## src/rtl/adder_pkg.sv

```systemverilog
// Shared helpers for the adder arbiter: index width sizing and operand
// extension for the exact (DATA_WIDTH+1)-bit sum.
package adder_pkg;

   localparam int MAX_DW = 64;

   function automatic int clog2(input int n);
      int r;
      r = 0;
      for (int v = n - 1; v > 0; v = v >> 1) r++;
      return r;
   endfunction

   function automatic int id_width(input int n);
      return (clog2(n) < 1) ? 1 : clog2(n);
   endfunction

   // Caller passes the operand zero-padded; bits at and above w get the fill.
   function automatic logic [MAX_DW:0] ext_operand(input logic [MAX_DW-1:0] v,
                                                   input int w, input bit sgn);
      logic [MAX_DW:0] r;
      r = {1'b0, v};
      for (int b = 0; b <= MAX_DW; b++)
         if (b >= w) r[b] = sgn & v[w-1];
      return r;
   endfunction

endpackage

```

## src/rtl/adder_arbiter_rr_picker.sv

```systemverilog
// Combinational round-robin pick: rotate requests so the pointer sits at
// bit 0, take the lowest set bit, then rotate the winner back.
module rr_picker
   import adder_pkg::*;
#(
   parameter  int NUM_REQ = 4,
   localparam int IW      = id_width(NUM_REQ)
) (
   input  logic [NUM_REQ-1:0] req_i,
   input  logic [IW-1:0]      ptr_i,
   output logic [NUM_REQ-1:0] gnt_o,
   output logic [IW-1:0]      idx_o,
   output logic               any_o
);

   logic [NUM_REQ-1:0] rot;
   int                 src;
   int                 hit;
   int                 sel;

   always_comb begin
      rot   = '0;
      src   = 0;
      hit   = 0;
      sel   = 0;
      any_o = 1'b0;
      gnt_o = '0;
      for (int j = 0; j < NUM_REQ; j++) begin
         src = j + int'(ptr_i);
         if (src >= NUM_REQ) src = src - NUM_REQ;
         rot[j] = req_i[src];
      end
      // Descending scan so the lowest rotated position wins.
      for (int j = NUM_REQ - 1; j >= 0; j--) begin
         if (rot[j]) begin
            any_o = 1'b1;
            hit   = j;
         end
      end
      sel = hit + int'(ptr_i);
      if (sel >= NUM_REQ) sel = sel - NUM_REQ;
      idx_o      = IW'(sel);
      gnt_o[sel] = any_o;
   end

endmodule

```

## src/rtl/adder_arbiter.sv

```systemverilog
// Shares one registered adder among NUM_REQ requesters with round-robin
// grant; result carries the requester index and honours backpressure.
module adder_arbiter
   import adder_pkg::*;
#(
   parameter  bit SIGNED     = 1'b1,
   parameter  int DATA_WIDTH = 16,
   parameter  int NUM_REQ    = 4,
   localparam int ID_WIDTH   = id_width(NUM_REQ)
) (
   input  logic                          clk,
   input  logic                          rst_n,
   input  logic [NUM_REQ-1:0]            req_valid_i,
   output logic [NUM_REQ-1:0]            req_ready_o,
   input  logic [NUM_REQ*DATA_WIDTH-1:0] data1_i,
   input  logic [NUM_REQ*DATA_WIDTH-1:0] data2_i,
   output logic [DATA_WIDTH:0]           data_o,
   output logic [ID_WIDTH-1:0]           id_o,
   output logic                          valid_o,
   input  logic                          ready_i
);

   logic                  valid_q, valid_d;
   logic [DATA_WIDTH:0]   data_q, data_d;
   logic [ID_WIDTH-1:0]   id_q, id_d;
   logic [ID_WIDTH-1:0]   ptr_q, ptr_d;

   logic                  slot_free;
   logic [NUM_REQ-1:0]    req_m;
   logic [NUM_REQ-1:0]    gnt;
   logic [ID_WIDTH-1:0]   gnt_idx;
   logic                  gnt_any;
   logic [DATA_WIDTH-1:0] op1, op2;
   logic [MAX_DW:0]       ext1, ext2, sum_full;
   logic                  unused_sum_hi;

   // Requests are masked while the output slot is busy or reset is held,
   // so the picker never grants into a full register.
   assign slot_free = !valid_q || ready_i;
   assign req_m     = req_valid_i & {NUM_REQ{slot_free & rst_n}};

   rr_picker #(.NUM_REQ(NUM_REQ)) u_picker (
      .req_i (req_m),
      .ptr_i (ptr_q),
      .gnt_o (gnt),
      .idx_o (gnt_idx),
      .any_o (gnt_any)
   );

   assign req_ready_o = gnt;

   assign op1      = data1_i[int'(gnt_idx)*DATA_WIDTH +: DATA_WIDTH];
   assign op2      = data2_i[int'(gnt_idx)*DATA_WIDTH +: DATA_WIDTH];
   assign ext1     = ext_operand(MAX_DW'(op1), DATA_WIDTH, SIGNED);
   assign ext2     = ext_operand(MAX_DW'(op2), DATA_WIDTH, SIGNED);
   assign sum_full = ext1 + ext2;
   assign unused_sum_hi = ^sum_full[MAX_DW:DATA_WIDTH+1];

   always_comb begin
      valid_d = valid_q;
      data_d  = data_q;
      id_d    = id_q;
      ptr_d   = ptr_q;
      if (gnt_any) begin
         valid_d = 1'b1;
         data_d  = sum_full[DATA_WIDTH:0];
         id_d    = gnt_idx;
         ptr_d   = (int'(gnt_idx) == NUM_REQ - 1) ? '0 : gnt_idx + 1'b1;
      end else if (ready_i) begin
         valid_d = 1'b0;
      end
   end

   always_ff @(posedge clk or negedge rst_n) begin
      if (!rst_n) begin
         valid_q <= 1'b0;
         data_q  <= '0;
         id_q    <= '0;
         ptr_q   <= '0;
      end else begin
         valid_q <= valid_d;
         data_q  <= data_d;
         id_q    <= id_d;
         ptr_q   <= ptr_d;
      end
   end

   assign valid_o = valid_q;
   assign data_o  = data_q;
   assign id_o    = id_q;

endmodule

```

## config.mk

```make
export PLATFORM = sky130hd
export DESIGN_NAME = adder_arbiter
export DESIGN_NICKNAME = d
export VERILOG_FILES = /design/src/rtl/adder_pkg.sv /design/src/rtl/adder_arbiter_rr_picker.sv /design/src/rtl/adder_arbiter.sv
export SDC_FILE = /design/constraint.sdc
export NUM_CORES = 1
export LEC_CHECK = 0
export CORE_ASPECT_RATIO = 0.8
export CORE_UTILIZATION = 42
export CTS_CLUSTER_SIZE = 24
export DETAILED_ROUTE_END_ITERATION = 6
export HOLD_SLACK_MARGIN = 0.15
export PLACE_DENSITY = 0.95
export SETUP_SLACK_MARGIN = 0.3
export SLEW_MARGIN = 25
export SYNTH_ARGS = -nofsm -noshare
export SYNTH_HDL_FRONTEND = slang
export SYNTH_SLANG_ARGS = --single-unit
```

## constraint.sdc

```tcl
create_clock -name clk -period 13.7 [get_ports clk]
set_clock_uncertainty 0.1 [all_clocks]
set_input_delay 2.74 -clock clk [delete_from_list [all_inputs] [get_ports clk]]
set_output_delay 2.74 -clock clk [all_outputs]
set_load 0.01 [all_outputs]
```

==> results of run 1 <==
-- cell type report --
class,count,area (um^2),area share
Clock buffer,3,41.29,0.009399
Sequential cell,22,550.5,0.1253
Inverter,4,15.01,0.003418
Multi-Input combinational cell,214,2053,0.4674
Timing Repair Buffer,162,1632,0.3714
Tap cell,81,101.3,0.02307
-- worst max-delay path by stage --
stage                         from             end  slack [ns]  cells after the start
floorplan           req_valid_i[2]  req_ready_o[0]        6.08                     12
global placement    req_valid_i[2]  req_ready_o[0]        4.88                     12
detailed placement  req_valid_i[2]  req_ready_o[0]        4.67                     12
CTS                 req_valid_i[2]  req_ready_o[0]        4.64                     12
global route        req_valid_i[2]  req_ready_o[2]        4.79                     12
finish              req_valid_i[2]  req_ready_o[2]        5.06                     12
-- metrics by stage --
stage	cells	utilization	worst slack [ns]	power [mW]	area, um^2
finish	486	0.7277	5.062	1.114	4393
global placement	482	0.7163	4.884	1.004	4324
CTS	485	0.7231	4.639	1.091	4365
detailed placement	482	0.7163	4.667	1.046	4324
global route	486	0.7277	4.792	1.202	4393
floorplan	254	-	6.082	0.7864	2690
-- state kept, by name (all words and copies together), names as in the netlist --
register	count
data_o	17
id_o	2
ptr_q	2
valid_o	1
-- synth_stat cells (all sizes together) (2+ instances only) --
master,instances,area share
ha,21,0.098
nor2,13,0.018
nor2b,3,0.0070
dfrtp,22,0.20
buf,7,0.021
nand2,31,0.043
o211ai,3,0.0084
xnor2,8,0.029
nand4,2,0.0047
nor3,5,0.0093
nor4,2,0.0047
a21o,4,0.011
o21bai,3,0.0084
mux4,32,0.31
or3,2,0.0047
a211oi,8,0.022
inv,4,0.0056
clkbuf,7,0.0098
o21ai,25,0.047
a31oi,3,0.0070
and2,4,0.0093
a21oi,12,0.024
or4,2,0.0056
nand2b,4,0.0093
nand3,9,0.017
and3,3,0.0070
-- kinds of logic after synthesis --
kind of cell,count (synthesis)
AND/OR/NAND/NOR,83
AO/OA/AOI/OAI,66
multiplexers,34
adder cells (fa/ha/maj),22
flip-flops,22
buffers and inverters,18
XOR/XNOR,9
-- report_power, final --
group          internal [mW]  total (mW)  switching, mW
clock network         0.0197      0.0407         0.0210
logic                  0.467       0.952          0.485
registers             0.0993       0.121         0.0221
-- worst register-to-register path, cell delays in order, from the launching register on --
cell and delay, ns:
dfrtp_1 0.49, nand2_1 0.09, a21oi_1 0.19, nor2_1 0.06, a211oi_1 0.23, a211oi_1 0.09, ha_1 0.29, buf_4 0.44
mux4_1 0.64, ha_1 0.27, fa_1 0.45, a211oi_1 0.33, o21bai_1 0.16, a2111oi_0 0.59, or3_1 0.24, xor2_1 0.16
o21ai_0 0.10
-- per-layer routing --
| layer | up-vias | GRT usage | wire (um) |
|---|---|---|---|
| met2 | 146 | 0.4695 | 4379 |
| met4 | 0 | 0.1129 | 241 |
| met3 | 23 | 0.02588 | 463 |
| met5 | - | 0 | 0 |
| met1 | 1281 | 0.2877 | 3305 |
| li1 | 1330 | - | - |
==> flow_summary.yaml, run 1 <==
critical_path:
  crit_type: "in2out"
  r2r_setup_slack_ns: 8.67
  r2r-end: "data_o[8]$_DFFE_PN0P_"
  worst-path-max-fanout: 36
  slowest_stage: "clkdlybuf4s50_1"
  reg2reg_depth: 16
  critPathMaxStageDelay_ns: 0.63
  path_delay_family: "buffers and inverters"
  crit-reg2reg-launch: "ptr_q[1]$_DFFE_PN0P_"
  crit_chain: "clkdlybuf4s50_1, nand2_1, a21oi_1, nor2_1, a211oi_1, a211oi_1, ha_1, buf_4, inv_1, ha_1, and2_1, clkdlybuf4s50_1"
  start_kind: "input port"
  worstSetupEndpointType: "primary output"
  critPathArrivalTime_ns: 5.80
  required_ns: 10.86
  crit_buf_inv: 4
power:
  ir_drop_mv: 0.1160
  power_density_nw_per_um2: 253.7
  p_leak_nw: 1.791
synthesis:
  synth_compound_area_frac: 0.1530
  ys_ff_latch: 22
  synthCells: 254
  synth-edff-count: 0
  yosys.area_share.simple: 0.1484
  synth-xor-area-share: 0.03209
  synth_area_um2: 2690
  avgSynthCellArea_um2: 10.59
  async_flop_share: 1.000
  yosys_warnings: 0
  synth_nets: 411
  muxShareOfSynthArea: 0.3205
  synth_ff_type: "dfrtp_1"
  synth_top_family_by_area: "multiplexers"
  synth-seq-area-share: 0.2047
  yosysUniqueCellTypes: 44
  synthAdderAreaFrac: 0.1051
die:
  rows: 25
  die_area_um2: 6731
  floorplan.initialDensity: 0.4456
  die_x_um: 91.48
  io_pins: 159
  core_area_um2: 6037
  dieHeight_um: 73.58
placement:
  port_buffers: 158
  place_hpwl_mm: 6.934
  gp_congestion: 0.8049
layout:
  n_antenna_cell: 0
  final_common_cell: "clkdlybuf4s50_1"
  drive_gt1_frac: 0.03210
  layout_common_cells: "158 x clkdlybuf4s50_1, 32 x mux4_1, 31 x nand2_1"
  nNetsFinal: 564
  area_growth_pct: 63.30
  fillers: 401
global_routing:
  overflow: 0
  grt_first_pass_wirelength_mm: 12.97
  antenna_found_initial: 0
  track_usage: 0.2483
  first_global_vias: 2818
  grt_max_degree: 41
sta:
  fin_tns_setup_ns: 0
  max_freq_mhz: 115.8
  final_max_slew_viol_count: 0
  hold_violations: 0
  rsz0062_at_grt: "no"
  slew_headroom: 0.6096
  finalCritPeriodShare: 0.6305
  period_minus_slack_ns: 8.638
  tightest_slew_ns: 0.5708
  finalSetupViolCount: 0
  hold_ws_ns: 0.3788
clock_tree:
  clockBufferDepth: 2
  cts_buffers: 3
  clock-sinks: 22
  root_buffer: "clkbuf_8"
  htree_levels: 1
  cts_tree: "yes"
  cts.clk_slew.worst_paths_ns: 0.07
  clk-insertion-delay-late_ns: 0.27
  cts_setup_buffers: 0
  post_cts_resize_count: 0
  postCtsHoldBufs: 0
drt:
  wl_per_cell_um: 17.26
  wirelength_mm: 8.390
  vias: 2780
  drc: 0
  viasPerCell: 5.720
  postRouteAntennaNets: 0
  first_pass_iters: 4
  drtIter0Drc: 163
worst_hold_path:
  hold_path.class: "reg2reg"
  min_to: "data_o[9]$_DFFE_PN0P_"
  hold_depth: 2
  hold_start: "data_o[9]$_DFFE_PN0P_"
status:
  status: "finished clean"
run:
  maxCapViolations: 0
(Power assumes the default switching activity.)
==> inputs of run 2 (changes only) <==
Settings changed: CORE_UTILIZATION 42 to 35, PLACE_DENSITY 0.95 to 0.86.
Clock period 13.7 ns to 7.2 ns, I/O delays scaled along.
==> run 2 against run 1 <==
  * Final cell count grew 5.1%
  * Largest power group unchanged
  * Clock power is 130% higher
  * Worst setup slack got worse by 4.1 ns
  * Die area rose by 19%
  * Power increased by 89%
  * Final area grew 0.60%
  * Highest routed layer unchanged
  * Via count fell by 1.4%
==> flow_summary.yaml, run 2 (synthesis gave the netlist of run 1 again) <==
status:
  status: "finished clean"
critical_path:
  crit-reg2reg-launch: "ptr_q[1]$_DFFE_PN0P_"
  r2r_setup_slack_ns: 2.41
  critPathMaxStageDelay_ns: 0.67
  path_delay_family: "buffers and inverters"
  crit_buf_inv: 4
  worstSetupEndpointType: "primary output"
  required_ns: 5.66
  start_kind: "input port"
  crit_type: "in2out"
  worst-path-max-fanout: 19
  slowest_stage: "ha_2"
  cp-startpoint: "req_valid_i[2]"
  crit_chain: "clkdlybuf4s50_1, nand2_1, a21oi_1, nor2_1, a211oi_1, a211oi_1, ha_2, buf_4, inv_1, ha_1, and2_1, clkdlybuf4s50_1"
  critPathArrivalTime_ns: 4.69
die:
  die_area_um2: 8043
  floorplan.initialDensity: 0.3622
  rows: 28
  die_x_um: 100.0
  dieHeight_um: 80.42
  core_area_um2: 7427
  io_pins: 159
sta:
  final_max_slew_viol_count: 0
  finalSetupViolCount: 0
  period_minus_slack_ns: 6.231
  hold_violations: 0
  rsz0062_at_grt: "no"
  fin_tns_setup_ns: 0
  hold_ws_ns: 0.3776
  finalCritPeriodShare: 0.8654
  max_freq_mhz: 160.5
  slew_headroom: 0.6120
  tightest_slew_ns: 0.5820
drt:
  wl_met2_mm: 4.562
  wl_per_cell_um: 16.57
  viasPerCell: 5.362
  wirelength_mm: 8.465
  first_pass_iters: 4
  drtIter0Drc: 91
  drc: 0
  met3_length_um: 497
  top_layer: "met4"
  postRouteAntennaNets: 0
  vias: 2740
  wl_met1_mm: 3.269
placement:
  place_hpwl_mm: 7.090
  gp_congestion: 0.9183
  port_buffers: 158
worst_hold_path:
  hold_start: "data_o[4]$_DFFE_PN0P_"
  hold_path.class: "reg2reg"
layout:
  n_antenna_cell: 0
  layout_common_cells: "158 x clkdlybuf4s50_1, 32 x mux4_1, 31 x nand2_1"
  final_common_cell: "clkdlybuf4s50_1"
  nNetsFinal: 564
  final_core_util: 0.5950
  area_growth_pct: 64.28
  largest_register_ff_count: 17
  drive_gt1_frac: 0.03695
clock_tree:
  cts_setup_buffers: 0
  clk-insertion-delay-late_ns: 0.27
  clock-sinks: 22
  postCtsHoldBufs: 0
  cts_buffers: 3
  root_buffer: "clkbuf_8"
  htree_levels: 1
  clockBufferDepth: 2
  post_cts_resize_count: 0
  cts_tree: "yes"
  cts.clk_slew.worst_paths_ns: 0.08
global_routing:
  antenna_found_initial: 0
  first_global_vias: 2870
  grt_max_degree: 41
  overflow: 0
  grt_first_pass_wirelength_mm: 13.06
  track_usage: 0.2107
run:
  maxCapViolations: 0
power:
  p_leak_nw: 1.789
  power_density_nw_per_um2: 475.8
  ir_drop_mv: 0.2179
run 2: power breakdown:
part / leakage [nW] / internal [mW] / total [mW] / switching (mW)
sequential: 0.268 / 0.189 / 0.230 / 0.0409
clock: 0.0288 / 0.0489 / 0.0924 / 0.0435
combinational: 1.49 / 0.871 / 1.78 / 0.909
run 2: per-stage QoR:
stage | area [um^2] | std cells | power (mW) | setup slack (ns)
final | 4419 | 511 | 2.102 | 0.9692
after global routing | 4419 | 511 | 2.289 | 0.6631
after CTS | 4419 | 511 | 2.090 | 0.9657
after detailed placement | 4364 | 507 | 1.986 | 0.8192
after global placement | 4364 | 507 | 1.919 | 0.9951
after floorplan | 2690 | 254 | 1.496 | 1.440
run 2: path summary, 6_finish.rpt:
check,to,depth (start not counted)
max,req_ready_o[0],12
min,data_o[4]$_DFFE_PN0P_,2
max reg2reg,data_o[10]$_DFFE_PN0P_,15
min reg2reg,data_o[4]$_DFFE_PN0P_,2
max in group asynchronous,data_o[1]$_DFFE_PN0P_,2
min in group asynchronous,data_o[14]$_DFFE_PN0P_,2
run 2: cell type report:
cell class                      instances  area, um^2
Fill cell                             638        3008
Inverter                                4       15.01
Timing Repair Buffer                  162        1612
Sequential cell                        22       550.5
Clock buffer                            4       55.05
Tap cell                              105       131.4
Multi-Input combinational cell        214        2056
run 2: worst register-to-register path, stage by stage (launching register included):
cell	delay [ns]
dfrtp_1	0.47
nand2_1	0.07
a21oi_1	0.17
nor2_1	0.06
a211oi_1	0.22
a211oi_1	0.09
ha_2	0.67
mux4_1	0.63
ha_1	0.25
fa_1	0.42
a211oi_1	0.33
o21bai_1	0.17
a2111oi_0	0.56
o41ai_1	0.18
xnor2_1	0.15
o21ai_0	0.18
run 2: routing by layer:
layer	up-vias	track usage
met1	1301	0.2349
met2	101	0.4076
met3	13	0.03655
li1	1325	-
met4	0	0.06667
met5	-	0
